===== config.mk =====
export PLATFORM = sky130hd
export DESIGN_NAME = semaforo_ctrl
export DESIGN_NICKNAME = d
export VERILOG_FILES = /design/src/rtl/semaforo_pkg.sv /design/src/rtl/detector_flanco.sv /design/src/rtl/semaforo_ctrl.sv
export SDC_FILE = /design/constraint.sdc
export NUM_CORES = 1
export LEC_CHECK = 0
export CORE_AREA = 5 5 42 44
export DETAILED_ROUTE_END_ITERATION = 10
export DIE_AREA = 0 0 47 49
export DONT_BUFFER_PORTS = 1
export HOLD_SLACK_MARGIN = 0.15
export SETUP_SLACK_MARGIN = 0.1
export SYNTH_ARGS = -nofsm -noshare
export SYNTH_HDL_FRONTEND = slang
export SYNTH_SLANG_ARGS = --single-unit

===== constraint.sdc =====
create_clock -name clk -period 2.6 [get_ports clk]
set_input_delay 0.39 -clock clk [delete_from_list [all_inputs] [get_ports clk]]
set_output_delay 0.39 -clock clk [all_outputs]
set_load 0.01 [all_outputs]

===== src/rtl/semaforo_pkg.sv =====
// Shared types for the traffic-light controller: state codes, light codes, light payload.
package semaforo_pkg;

    localparam int unsigned LUZ_W = 3;
    localparam int unsigned SEG_W = 4;
    localparam int unsigned EST_W = 3;

    typedef enum logic [EST_W-1:0] {
        NS_VERDE    = 3'd0,
        NS_AMARILLO = 3'd1,
        ROJO_1      = 3'd2,
        EO_VERDE    = 3'd3,
        EO_AMARILLO = 3'd4,
        ROJO_2      = 3'd5,
        PEATON      = 3'd6
    } estado_t;

    // Light codes are {rojo, amarillo, verde}
    localparam logic [LUZ_W-1:0] ROJO     = 3'b100;
    localparam logic [LUZ_W-1:0] AMARILLO = 3'b010;
    localparam logic [LUZ_W-1:0] VERDE    = 3'b001;

    typedef struct packed {
        logic [LUZ_W-1:0] ns;
        logic [LUZ_W-1:0] eo;
    } luces_t;

    // Road lights shown in a given state; everything not green/yellow is red
    function automatic luces_t luces_de(estado_t s);
        luces_t l;
        l.ns = ROJO;
        l.eo = ROJO;
        case (s)
            NS_VERDE:    l.ns = VERDE;
            NS_AMARILLO: l.ns = AMARILLO;
            EO_VERDE:    l.eo = VERDE;
            EO_AMARILLO: l.eo = AMARILLO;
            default:     ;
        endcase
        return l;
    endfunction

endpackage


===== src/rtl/detector_flanco.sv =====
// Rising-edge detector for the slow clk_n, sampled as data in the clk domain.
// History resets high so a clk_n already high at reset release does not tick.
module detector_flanco (
    input  logic clk,
    input  logic rst,
    input  logic clk_n,
    output logic tick_c
);

    logic prev;

    always_ff @(posedge clk) begin
        if (rst) begin
            prev <= 1'b1;
        end else begin
            prev <= clk_n;
        end
    end

    assign tick_c = clk_n & ~prev;

endmodule


===== src/rtl/semaforo_ctrl.sv =====
// Two-road traffic-light controller with optional pedestrian phase.
// Pedestrian request/phase enabled by defining SEMAFORO_PEATON_EN.
module semaforo_ctrl
    import semaforo_pkg::*;
#(
    parameter int unsigned T_VERDE     = 5,
    parameter int unsigned T_AMARILLO  = 2,
    parameter int unsigned T_TODO_ROJO = 1,
    parameter int unsigned T_PEATON    = 4
) (
    input  logic             clk,
    input  logic             rst,
    input  logic             clk_n,
    input  logic             boton,
    output logic [LUZ_W-1:0] luz_ns,
    output logic [LUZ_W-1:0] luz_eo,
    output logic             peaton,
    output logic [SEG_W-1:0] seg_rest,
    output logic [EST_W-1:0] estado
);

    estado_t state;
    estado_t next_state;
    logic    tick;
    logic    fin_fase_c;
    luces_t  luces_nxt_c;
    logic    pend;

    detector_flanco u_detector (
        .clk    (clk),
        .rst    (rst),
        .clk_n  (clk_n),
        .tick_c (tick)
    );

    // Value seg_rest takes on entry to a state (duration minus one)
    function automatic logic [SEG_W-1:0] carga(estado_t s);
        logic [SEG_W-1:0] v;
        case (s)
            NS_VERDE, EO_VERDE:       v = SEG_W'(T_VERDE - 1);
            NS_AMARILLO, EO_AMARILLO: v = SEG_W'(T_AMARILLO - 1);
            ROJO_1, ROJO_2:           v = SEG_W'(T_TODO_ROJO - 1);
            PEATON:                   v = SEG_W'(T_PEATON - 1);
            default:                  v = SEG_W'(T_VERDE - 1);
        endcase
        return v;
    endfunction

    assign fin_fase_c = tick && (seg_rest == '0);

`ifdef SEMAFORO_PEATON_EN
    // Request latch: any sample outside PEATON sets it, entering PEATON clears it
    always_ff @(posedge clk) begin
        if (rst) begin
            pend <= 1'b0;
        end else if (next_state == PEATON && state != PEATON) begin
            pend <= 1'b0;
        end else if (boton && state != PEATON) begin
            pend <= 1'b1;
        end
    end
`else
    logic unused_boton;
    assign unused_boton = boton;
    assign pend         = 1'b0;
`endif

    // State register
    always_ff @(posedge clk) begin
        if (rst) begin
            state <= NS_VERDE;
        end else begin
            state <= next_state;
        end
    end

    // Next state: move only on the tick that finds the phase counter at zero
    always_comb begin
        next_state = state;
        if (fin_fase_c) begin
            case (state)
                NS_VERDE:    next_state = NS_AMARILLO;
                NS_AMARILLO: next_state = ROJO_1;
                ROJO_1:      next_state = EO_VERDE;
                EO_VERDE:    next_state = EO_AMARILLO;
                EO_AMARILLO: next_state = ROJO_2;
                ROJO_2:      next_state = pend ? PEATON : NS_VERDE;
                PEATON:      next_state = NS_VERDE;
                default:     next_state = NS_VERDE;
            endcase
        end
    end

    // Phase timer
    always_ff @(posedge clk) begin
        if (rst) begin
            seg_rest <= SEG_W'(T_VERDE - 1);
        end else if (tick) begin
            if (seg_rest != '0) begin
                seg_rest <= seg_rest - SEG_W'(1);
            end else begin
                seg_rest <= carga(next_state);
            end
        end
    end

    assign luces_nxt_c = luces_de(next_state);

    // Lights are registered from the next state so they change with the state
    always_ff @(posedge clk) begin
        if (rst) begin
            luz_ns <= VERDE;
            luz_eo <= ROJO;
        end else begin
            luz_ns <= luces_nxt_c.ns;
            luz_eo <= luces_nxt_c.eo;
        end
    end

`ifdef SEMAFORO_PEATON_EN
    always_ff @(posedge clk) begin
        if (rst) begin
            peaton <= 1'b0;
        end else begin
            peaton <= (next_state == PEATON);
        end
    end
`else
    assign peaton = 1'b0;
`endif

    assign estado = state;

endmodule


# --- Yosys cells after proc, flatten, opt, wreduce, memory -nomap -nowiden ---
# Index checks and enable logic that the tools add are counted.
totals:
  register_bits: 14
  inputBits: 4
  elab_cells: 31
  out_inout_bits: 14
classes:
  n_bitwise: 2
  add_sub_neg: 1
  mux: 6
  eq_ne: 10
  reduce_logical: 7
ops:
  columns: ["cell", "count"]
  rows:
  - ["$pmux 3 s5", 1]
  - ["$eq 3x2->1 const B", 4]
  - ["$eq 3x3->1 const B", 4]
  - ["$pmux 3 s2", 2]
  - ["$pmux 3 s3", 1]
  - ["$eq 3x1->1 const B", 2]
  - ["$logic_not 3->1", 2]
  - ["$logic_not 4->1", 1]
  - ["$mux 4", 1]
  - ["$reduce_bool 4->1", 1]
  - ["$reduce_or 2->1", 2]
  - ["$sub 4x1->4 const B", 1]
  - ["$mux 3", 1]
  - ["$and 1x1->1", 1]
  - ["$logic_and 1x1->1", 1]
  - ["$not 1->1", 1]

# --- Logic depth before layout (Yosys ltp) ---
# Gate-level depths: netlist (run 1).
depth:
  ltp_word: 8
  depth_mapped: 6
  ltp_nobuf: 6

# --- By module ---
# Synthesis (run 1) repeated with hierarchy kept, for this count alone.
hier_totals:
  cells_unflattened: 79
  area_unflattened_um2: 688.2
by_module_without_submodules:
  columns: ["mod", "cells_per_inst", "n_inst", "seq_area_each_um2", "area_per_inst_um2"]
  rows:
  - ["semaforo_ctrl", 76, 1, 260.2, 655.6]
  - ["detector_flanco", 3, 1, 20.0, 32.5]

# --- Worst setup path after synthesis (run 1) ---
# No wires, ideal clock.
synth_path:
  path_kind: "register to register"
  start: "register seg_rest[0]"
  end: "register luz_ns[0]"
  n_path_buf: 0
  stages_incl_launch_ff: 7
  required_time_ns: 2.478
  slack_ns: 1.078
  period_less_slack_ns: 1.522
  setup_time_ns: 0.122
  arrival_ns: 1.401
  path_cell_list: "dfxtp_1 > inv_1 > ha_1 > nor2b_2 > nor3b_4 > nor2_1 > a221o_1"
synth_between:
  elab_chain_len: 5
  elab_cells_between_ends: 6
  cone_classes: "1 x eq/ne; 2 x mux; 3 x reduce/logical"
synth_lines:
  columns: ["item", "line_no", "text"]
  rows:
  - ["from (decl)", "semaforo_ctrl.sv:18", "output logic [SEG_W-1:0] seg_rest,"]
  - ["from (signal assigned)", "semaforo_ctrl.sv:97", "seg_rest <= SEG_W'(T_VERDE - 1);"]
  - ["from (signal assigned)", "semaforo_ctrl.sv:100", "seg_rest <= seg_rest - SEG_W'(1);"]
  - ["from (signal assigned)", "semaforo_ctrl.sv:102", "seg_rest <= carga(next_state);"]
  - ["$logic_not 4->1 (*)", "semaforo_ctrl.sv:49", "assign fin_fase_c = tick && (seg_rest == '0);"]
  - ["$logic_and 1x1->1 (*)", "semaforo_ctrl.sv:49", null]
  - ["$mux 3 (*)", "semaforo_ctrl.sv:80", "if (fin_fase_c) begin"]
  - ["$eq 3x1->1 or $logic_not 3->1 (tied branches)", "semaforo_pkg.sv:33", "case (s)"]
  - ["$pmux 3 s2 (*)", "semaforo_pkg.sv:33", null]
  - ["to (signal assigned)", "semaforo_ctrl.sv:115", "luz_ns <= luces_nxt_c.ns;"]
  - ["to (decl)", "semaforo_ctrl.sv:15", "output logic [LUZ_W-1:0] luz_ns,"]
# Mark *: on every way between the ends. The rest lies on a longest branch, timed or not.
# A chain may end at the register's enable or synchronous reset.

# --- Worst setup path after layout (run 1) ---
# Same ends and word-level chain as after synthesis.

==> metrics.md, run 1 <==
| Metric | Value |
|---|---|
| Share of the synthesized area in the top cell type | `42.3%` |
| Async set or reset register ratio after synthesis | `0%` |
| Fmax | `just under 0.6 GHz` |
| Synthesized Nets | `just over 80` |
| Largest net degree at the start of global routing | `15` |
| Clk sink count | `14` |
| Hold_ws | `around 0.18 ns` |
| CTS H-tree lvls | `1` |
| Worst setup EP type | `register` |
| Pre-CTS WS | `just under 0.9 ns` |
| GR Overflow Total | `0` |
| Layout Skew | `between 0.01 and 0.015 ns` |
| IO Port Bufs | `0` |
| Syn avg cell area | `8.83 sq um` |
| Register area | `280 sq um` |
| Sequential-to-total area share from yosys stat | `~42%` |
| Count leader, synth | `dfxtp_1` |
| PwrDens | `577 nW/um^2` |
| Outcome | `complete, no violations` |
| Cells after Synth | `between 70 and 80` |
| Crit Path Max Fanout | `8` |
| Worst-case clock buffer depth | `2` |
| Row count | `14` |
| Total CTS buffers | `3` |
| Io pins | `18` |
| FF-to-FF Start | `seg_rest[0]` |
| Antenna violations before repair | `0` |
| Number of global-route vias before repair | `between 400 and 500` |
| Layout net count | `slightly above 80` |
| Yosys cell types | `31` |
| RePlAce Congestion | `0.681` |
| Area Overhead vs Synth | `7.18%` |
| Routed len/inst | `between 10 and 15 um` |
| Final hold violations | `0` |
| Final min period | `1.71 ns` |
| Worst path required time | `2.76 ns` |
| Area occupied by multi-input gates | `~360 sq um` |
| Total vias in the final route | `between 500 and 600` |
| Clock transition at path regs | `~0.090 ns` |
| Mapped cell area | `662 sq um` |
| Post-synth EDFFs | `0` |
| Pleak | `approximately 0.24 nW` |
| Hold path startpoint | `rst` |
| Crit Path Class | `reg2reg` |
| R2r endpoint | `luz_ns[0]` |
| Cell taking the most area after synthesis | `dfxtp_1` |
| Worst Hold Depth | `1` |
| Die width | `47 um` |
| Initial Utilization | `between 40% and 50%` |
| Clk_lat worst skew | `0.28 ns` |
| Die ar. | `between 2000 and 2500 sq um` |
| Fillers | `145` |
| Via density per instance | `roughly 5.5` |
| Pins Over Slew Limit | `0` |
| RSZ-0062 raised after global routing | `false` |
| Main synth FF type | `dfxtp_1` |
| Top cells by count, synth | `dfxtp_1, nor2_1, a21oi_1, nand3_1` |
| Worst r2r path cells | `6` |
| Synthesis-stage register bit count | `14` |
| DRT Pass-1 Iters | `4` |
| Routed wire length | `about 1200 um` |
| DR iter-0 viols | `13` |
| DRC viols | `0` |
| Setup crit start kind | `register` |
| CP Launch Point | `seg_rest[0]` |
| Data arrival, critical path | `1.87 ns` |
| PnR worst setup slack | `approximately 0.89 ns` |
| All-Layer GR Usage | `between 10% and 20%` |
| Root Driver | `clkbuf_4` |
| Final ANT Viol Nets | `0` |
| Final worst-path cycle share | `65.6%` |
| Syn. warnings | `0` |
| Top cells by area, synth | `dfxtp_1, a21oi_1, nor2_1` |
| First-pass GRT wire length | `2110 um` |
| Final setup TNS | `0 ns` |
| Maximum vdd drop | `0.263 mV` |
| Total of max-cap violations | `0` |
| Hold Path Class | `in2reg` |
| Die height | `roughly 49 um` |
| CTS tree | `done` |
| Post-DP HPWL | `854 um` |
| Core Area | `between 1000 and 1500 sq um` |
| Layout cells sized above 1 | `about an eighth` |
| Worst min-delay path endpoint | `estado[0]` |
| Final setup fails | `0` |
| R2R setup slack | `about 0.9 ns` |
| N_diodes | `0` |
-- registers in the layout (all words and copies together), names as in the netlist --
name,flops
luz_ns,3
luz_eo,3
estado,3
seg_rest,4
u_detector.prev,1
-- worst max-delay path by stage --
stage / endpoint
global route: luz_ns[2]
finish: luz_ns[0]
floorplan: luz_ns[0]
global placement: luz_ns[2]
detailed placement: luz_ns[2]
CTS: luz_ns[2]
-- metal layers --
layer / part of all wire [%] / GRT usage [%]
met5: 0 / 0
met4: 1.1 / 6.91
met3: 7.1 / 4.06
met2: 43 / 16.7
met1: 48 / 16.9
-- metrics by stage --
| step | instance area, sq um | power [mW] | instances | util, % |
|---|---|---|---|---|
| after floorplan | 662 | 0.254 | 75 | - |
| after global placement | 663 | 0.255 | 87 | 47.3 |
| after detailed placement | 663 | 0.255 | 87 | 47.3 |
| after CTS | 699 | 0.413 | 91 | 49.9 |
| after global routing | 709 | 0.440 | 92 | 50.6 |
| final | 709 | 0.409 | 92 | 50.6 |
-- cells in the final DEF, fill, tap and decap left out --
cell type,n
nor4_1,1
clkbuf_8,1
nand3b_1,1
o21ai_1,3
dlygate4sd3_1,1
nor2b_1,3
nor4_2,1
xnor2_1,1
nand2b_4,1
clkbuf_4,3
mux2i_1,1
nor3b_2,1
a21o_1,1
a221o_1,1
nor2_1,9
a221oi_1,1
o21ai_0,2
nor3b_4,1
or2_1,1
xor2_1,1
dfxtp_1,14
conb_1,1
a21oi_1,8
inv_1,2
nand3_1,5
a31o_1,1
nor3b_1,1
nand2_1,3
nand2b_1,1
nor3_1,2
nor2b_2,1
ha_1,2
-- where the power goes --
part	internal, mW	switching, mW	total, mW
sequential	0.219	0.00724	0.226
combinational	0.0133	0.0139	0.0272
clock	0.0851	0.0713	0.156
-- critical path, cell delays in order, from the launching register on --
cell and delay, ns:
dfxtp_1 0.38, inv_1 0.10, ha_1 0.18, nor2b_2 0.18
nor3b_4 0.38, nor2_1 0.07, a221o_1 0.30
-- cell families (layout without fill, tap and decap cells) --
family                     count (synthesis)  after routing  synth area share (%)
muxes                                      1              1                  1.51
xor gates and xnor gates                   2              2                  2.65
other                                      1              1                 0.567
adders and majority gates                  2              2                  3.78
buffers and inverters                      6              7                  3.97
and+or+nand+nor                           32             32                  30.1
AOI/OAI and AO/OA                         17             17                  15.1
DFF                                       14             14                  42.3
-- cell type report --
class / instances / share of cell area [%]
sequential: 14 / 39.5
inverter: 2 / 1.06
clock buffer: 4 / 5.11
timing repair buffer: 1 / 1.41
multi-input combinational: 55 / 50.1
tap: 16 / 2.82
-- repair_timing --
action / CTS / global route
hold endpoints to repair: 0 / 7
gates resized for setup: 0 / 0
setup endpoints to repair: 0 / 0
hold buffers: 0 / 1
setup buffers: 0 / 0
(Power assumes the default switching activity.)
==> run 2, diff against run 1 <==
PLACE_DENSITY = 0.67   (was default)
clock period = 1.4 ns   (was 2.6 ns; I/O delays follow)
==> run 2 against run 1 <==
Against the previous run:
- the run now ends with negative setup slack left
- critical path depth grew 1
- worst hold slack gained 0.024 ns
- cell count grew 16%
- clock power grew 78%
- design area grew 27%
- clock-buffer cell count is the same
- combinational power grew to 3.6 times the previous value
- first-iteration DRC count shrank 7.7%
- clock skew shrank 0.010 ns
- register-to-register slack lost 0.92 ns
- fmax grew 20%
- largest cell class unchanged
==> metrics.md, run 2 (synthesized netlist as in run 1, its figures left out) <==
| Metric | Value |
|---|---|
| Die ar. | `2300 sq um (unchanged)` |
| CTS tree | `done (unchanged)` |
| Total vias in the final route | `570 (was 507)` |
| Die height | `49 um (unchanged)` |
| Fmax | `0.702 GHz (was 0.586 GHz)` |
| Crit Path Class | `reg2reg (unchanged)` |
| Crit path cell chain | `inv_4 -> ha_4 -> nor2b_4 -> nor3b_4 -> buf_6 -> o21ai_2 -> a21o_1 (was inv_1 -> ha_1 -> nor2b_2 -> nor3b_4 -> nor2_1 -> a221o_1)` |
| Fin cells | `107 (was 92)` |
| R2R setup slack | `-0.02 ns (was 0.89 ns)` |
| Initial Utilization | `47.2% (unchanged)` |
| Routed len/inst | `12.1 um (was 13.3 um)` |
| Clk_lat worst skew | `0.28 ns (about the same)` |
| GR Overflow Total | `0 (unchanged)` |
| Largest net degree at the start of global routing | `15 (unchanged)` |
| DR iter-0 viols | `12 (was 13)` |
| Via density per instance | `5.33 (was 5.51)` |
| DRC viols | `0 (unchanged)` |
| Core Area | `1400 sq um (unchanged)` |
| Commonest non-fill, non-tap cell in the layout | `buf_4 (was dfxtp_1)` |
| N_diodes | `0 (unchanged)` |
| Io pins | `18 (unchanged)` |
| Outcome | `complete, but fails checks (was complete, no violations)` |
| Number of global-route vias before repair | `530 (was 463)` |
| Hold Path Class | `in2reg (unchanged)` |
| Total of max-cap violations | `0 (unchanged)` |
| Layout Skew | `0.000440 ns (was 0.0108 ns)` |
| Worst-case clock buffer depth | `2 (unchanged)` |
| CP max-delay cell | `dfxtp_4 (was dfxtp_1)` |
| Critical path's largest stage delay | `0.35 ns (was 0.38 ns)` |
| Crit Path Max Fanout | `4 (was 8)` |
| RSZ-0062 raised after global routing | `true (was false)` |
| Area Overhead vs Synth | `35.9% (was 7.18%)` |
| Clock transition at path regs | `0.07 ns (was 0.09 ns)` |
| PwrDens | `877 nW/um^2 (was 577 nW/um^2)` |
| Layout net count | `98 (was 83)` |
| Die width | `47 um (unchanged)` |
| Worst setup EP type | `register (unchanged)` |
| All-Layer GR Usage | `13.7% (was 12.5%)` |
| Clk sink count | `14 (unchanged)` |
| Pleak | `0.329 nW (was 0.240 nW)` |
| Tightest Pin Transition | `~0.58 ns` |
| Final hold violations | `0 (unchanged)` |
| Routed wire length | `1300 um (was 1220 um)` |
| Setup crit start kind | `register (unchanged)` |
| Final worst-path cycle share | `102% (was 65.6%)` |
| First-pass GRT wire length | `2300 um (was 2110 um)` |
| Commonest cells after routing, fill and taps aside | `buf_4, dfxtp_1, nor2_1 (was dfxtp_1, nor2_1, a21oi_1)` |
| Data arrival, critical path | `1.60 ns (was 1.87 ns)` |
| Final ANT Viol Nets | `0 (unchanged)` |
| Total power | `0.789 mW (was 0.409 mW)` |
| Antenna violations before repair | `0 (unchanged)` |
| DRT Pass-1 Iters | `3 (was 4)` |
| Maximum vdd drop | `0.556 mV (was 0.263 mV)` |
| Final setup fails | `6 (was 0)` |
| Total CTS buffers | `3 (unchanged)` |
| RePlAce Congestion | `0.809 (was 0.681)` |
| Layout cells sized above 1 | `38.5% (was 11.8%)` |
| Post-DP HPWL | `945 um (was 854 um)` |
| Crit path max-delay family | `simple AND/OR/NAND/NOR gates (unchanged)` |
| IO Port Bufs | `0 (unchanged)` |
| Placed insts | `100 (was 87)` |
| Slew margin rel. | `around three fifths` |
| Biggest register | `seg_rest (unchanged)` |
| Row count | `14 (unchanged)` |
| Pins Over Slew Limit | `0 (unchanged)` |
| Max reg flops | `4 (unchanged)` |
| Root Driver | `clkbuf_4 (unchanged)` |
| PnR worst setup slack | `-0.0249 ns (was 0.893 ns)` |
| Final min period | `1.42 ns (was 1.71 ns)` |
| Worst path bufs/invs | `2 (was 1)` |
| Worst path required time | `1.58 ns (was 2.76 ns)` |
| CTS H-tree lvls | `1 (unchanged)` |
| Failing checks | `negative setup slack` |
## run 2: changes by cell type in the layout (fill, tap and decap cells not counted), moves of 2 or more
cell,before,now
buf_4,0,13
dfxtp_1,14,12
inv_1,2,0
o21ai_2,0,2
## run 2: per-layer routing
layer	track usage, %	routed length (um)	vias up
li1	-	-	294
met1	16.6	537	261
met2	21.3	661	11
met3	5.90	76	4
met4	4.15	21	0
met5	0	0	-
## run 2: area by class of cell
cell class                 instances  area [sq um]
clock buffer                       4          36.3
fill                             119           502
tap                               16          20.0
inverter                           2          10.0
sequential                        14           285
multi-input combinational         55           419
timing repair buffer              16           129
## run 2: worst min-delay path: stages
cell and delay [ns]:
nand2b_4 0.09, a21oi_1 0.07, nor2_1 0.07
## run 2: timing repair
action,in CTS,in global routing
pin swaps,5,4
endpoints found under the hold margin,14,0
gates resized for setup,9,2
hold buffers,2,0
buffers inserted,0,1
setup endpoints to repair,11,13
cloned,0,0
## run 2: worst paths after layout
kind                                  start  cells after the start          end
worst max-delay path            seg_rest[0]                      7    luz_eo[2]
worst max register to register  seg_rest[0]                      7    luz_eo[2]
worst min-delay path                  clk_n                      3  seg_rest[1]
worst min register to register    estado[1]                      2    luz_ns[1]
## run 2: power by group
part / switching (mW) / internal [mW] / total, mW / leakage, nW
Sequential: 0.00951 / 0.405 / 0.415 / 0.115
Combinational: 0.0432 / 0.0536 / 0.0968 / 0.194
Clock: 0.118 / 0.158 / 0.277 / 0.0210
Total: 0.171 / 0.617 / 0.789 / 0.329
## run 2: stage by stage
stage | TNS [ns] | hold WS [ns] | cell area (sq um) | utilization (%) | setup WS (ns)
detailed placement | -0.0791 | 0.275 | 783 | 55.9 | -0.0346
global route | -0.782 | 0.247 | 900 | 64.2 | -0.0981
floorplan | -0.0489 | 0.283 | 684 | - | -0.0489
global placement | -0.0697 | 0.273 | 783 | 55.9 | -0.0350
finish | -0.0431 | 0.203 | 900 | 64.2 | -0.0249
CTS | -0.0263 | 0.206 | 881 | 62.9 | -0.0106
==> run 3, diff against run 2 <==
GPL_TIMING_DRIVEN = 0   (was default)
==> run 3 against run 2 <==
Against the previous run:
- combinational power fell by 18%
- first-iteration DRC count fell by 17%
- routed wire length rose by 13%
- worst hold slack got worse by 0.24 ns
- sequential power rose by 1%
- clock skew rose by 0.0064 ns
- largest cell class unchanged
- clock-buffer cell count did not move
- the flow finishes with violations (negative hold slack, negative setup slack)
==> metrics.md, run 3 (synthesized netlist as in run 1, its figures left out) <==
| Metric | Value |
|---|---|
| Outcome | `complete, but fails checks (unchanged)` |
| Failing checks | `negative hold slack, negative setup slack (was negative setup slack)` |
| Antenna violations before repair | `0 (unchanged)` |
| Max reg flops | `4 (unchanged)` |
| Io pins | `18 (unchanged)` |
| Number of hold buffers added after CTS | `1 (was 2)` |
| Die ar. | `2300 sq um (unchanged)` |
| Clock transition at path regs | `0.09 ns (was 0.07 ns)` |
| Worst-case clock buffer depth | `2 (unchanged)` |
| Pleak | `0.311 nW (was 0.329 nW)` |
| Area Overhead vs Synth | `35.2% (was 35.9%)` |
| Layout net count | `96 (was 98)` |
| Tightest Pin Transition | `0.613 ns (was 0.576 ns)` |
| CP Launch Point | `seg_rest[1] (was seg_rest[0])` |
| PwrDens | `892 nW/um^2 (was 877 nW/um^2)` |
| Met3 Usage GRT | `3.69% (was 5.90%)` |
| Final min period | `1.54 ns (was 1.42 ns)` |
| DRC viols | `0 (unchanged)` |
| Hold_ws | `-0.0338 ns (was 0.203 ns)` |
| R2r endpoint | `luz_ns[0] (was luz_eo[2])` |
| Routed wire length | `1460 um (was 1300 um)` |
| FF-to-FF Start | `seg_rest[1] (was seg_rest[0])` |
| Row count | `14 (unchanged)` |
| CTS H-tree lvls | `1 (unchanged)` |
| Total vias in the final route | `582 (was 570)` |
| Total CTS buffers | `3 (unchanged)` |
| Maximum vdd drop | `0.636 mV (was 0.556 mV)` |
| Global route hottest layer | `met2 (unchanged)` |
| Met2 GRT Util | `22.4% (was 21.3%)` |
| Final hold violations | `1 (was 0)` |
| R2R setup slack | `-0.14 ns (was -0.02 ns)` |
| Clk_lat worst skew | `0.29 ns (was 0.28 ns)` |
| Slew margin rel. | `59.2% (was 61.5%)` |
| Crit Path Class | `reg2reg (unchanged)` |
| PnR worst setup slack | `-0.139 ns (was -0.0249 ns)` |
| Commonest non-fill, non-tap cell in the layout | `dfxtp_1 (was buf_4)` |
| Via density per instance | `5.54 (was 5.33)` |
| Number of global-route vias before repair | `554 (was 530)` |
| Core Area | `1400 sq um (unchanged)` |
| First-pass GRT wire length | `2390 um (was 2300 um)` |
| N_diodes | `0 (unchanged)` |
| Total power | `0.798 mW (was 0.789 mW)` |
| DRT Pass-1 Iters | `4 (was 3)` |
| Layout cells sized above 1 | `40.4% (was 38.5%)` |
| Fillers | `117 (was 119)` |
| Fmax | `0.650 GHz (was 0.702 GHz)` |
| Layout Skew | `0.00682 ns (was 0.000440 ns)` |
| Biggest register | `seg_rest (unchanged)` |
| Clk sink count | `14 (unchanged)` |
| Worst path required time | `1.58 ns (about the same)` |
| Die width | `47 um (unchanged)` |
| RSZ-0062 raised after global routing | `true (unchanged)` |
| Final ANT Viol Nets | `0 (unchanged)` |
| Routed len/inst | `13.9 um (was 12.1 um)` |
| Met1 Usage GRT | `17.0% (was 16.6%)` |
| Worst r2r path cells | `7 (unchanged)` |
| Setup crit start kind | `register (unchanged)` |
| Largest net degree at the start of global routing | `11 (was 15)` |
| GR Overflow Total | `0 (unchanged)` |
| CTS tree | `done (unchanged)` |
| Data arrival, critical path | `1.72 ns (was 1.60 ns)` |
| Commonest cells after routing, fill and taps aside | `dfxtp_1, nor2_1, buf_4 (was buf_4, dfxtp_1, nor2_1)` |
| Die height | `49 um (unchanged)` |
| Pre-CTS WS | `-0.183 ns (was -0.0346 ns)` |
| All-Layer GR Usage | `14.6% (was 13.7%)` |
| Root Driver | `clkbuf_4 (unchanged)` |
| Post-DP HPWL | `889 um (was 945 um)` |
| Pins Over Slew Limit | `0 (unchanged)` |
| Initial Utilization | `47.2% (unchanged)` |
| IO Port Bufs | `0 (unchanged)` |
| DR iter-0 viols | `10 (was 12)` |
| Final setup fails | `10 (was 6)` |
| Hold Path Class | `in2reg (unchanged)` |
| Final worst-path cycle share | `110% (was 102%)` |
| RePlAce Congestion | `0.717 (was 0.809)` |
| Worst Setup EP | `luz_ns[0] (was luz_eo[2])` |
| Crit Path Max Fanout | `4 (unchanged)` |
| Worst setup EP type | `register (unchanged)` |
| Total of max-cap violations | `0 (unchanged)` |
==> run 3: cell types whose count changed in the layout (fill, tap and decap cells not counted), moves of 2 or more <==
cell	previous run	this run
buf_4	13	8
a21oi_2	1	4
clkbuf_1	0	2
a21oi_1	7	4
==> run 3: how the worst min path moves through the flow <==
stage,from,endpoint,cells past startpoint
2_1_floorplan,rst,luz_ns[1],1
3_3_place_gp,rst,luz_ns[1],1
3_5_place_dp,rst,luz_ns[1],1
4_1_cts,rst,luz_ns[1],1
5_1_grt,rst,luz_ns[1],1
6_report,rst,luz_ns[1],1
==> run 3: repair_timing <==
| item | 4_1_cts | 5_1_grt |
|---|---|---|
| setup endpoints to repair | 11 | 12 |
| gates cloned | 0 | 0 |
| pin swaps | 2 | 6 |
| setup buffers | 8 | 1 |
| endpoints found under the hold margin | 4 | 4 |
| gates resized for setup | 5 | 14 |
==> run 3: critical path, cell delays in order (launching register included) <==
cell	delay [ns]
dfxtp_4	0.38
inv_4	0.07
ha_4	0.12
nor2b_4	0.15
nor3b_4	0.22
buf_6	0.14
nor2_1	0.04
a221o_1	0.30
==> run 3: power breakdown <==
part / internal, mW / switching, mW / total, mW / leakage (nW)
registers: 0.405 / 0.0148 / 0.419 / 0.115
clock network: 0.159 / 0.140 / 0.299 / 0.0210
logic: 0.0437 / 0.0358 / 0.0795 / 0.175
==> run 3: per-stage QoR <==
stage               std cells  utilization, %  instance area [sq um]  TNS [ns]
finish                    105            63.8                    895    -0.857
global route              105            63.8                    895     -1.57
CTS                       104            59.4                    832    -0.455
detailed placement         91            50.3                    704    -0.858
global placement           91            50.3                    704    -0.589
floorplan                  75               -                    684   -0.0489
==> run 3: final cells by class <==
cell class	count	area (sq um)	share of cell area [%]
Buffer	4	20.0	2.24
Clock buffer	4	36.3	4.06
Inverter	2	12.5	1.40
Multi-Input combinational cell	55	433	48.4
Sequential cell	14	288	32.2
Tap cell	16	20.0	2.24
Timing Repair Buffer	10	85.1	9.51
==> run 3: metal layers <==
metal  routed length [um]  vias up
met1                  625      279
met3                   67        5
met4                   48        0
met5                    0        -
met2                  719       11
li1                     -      287
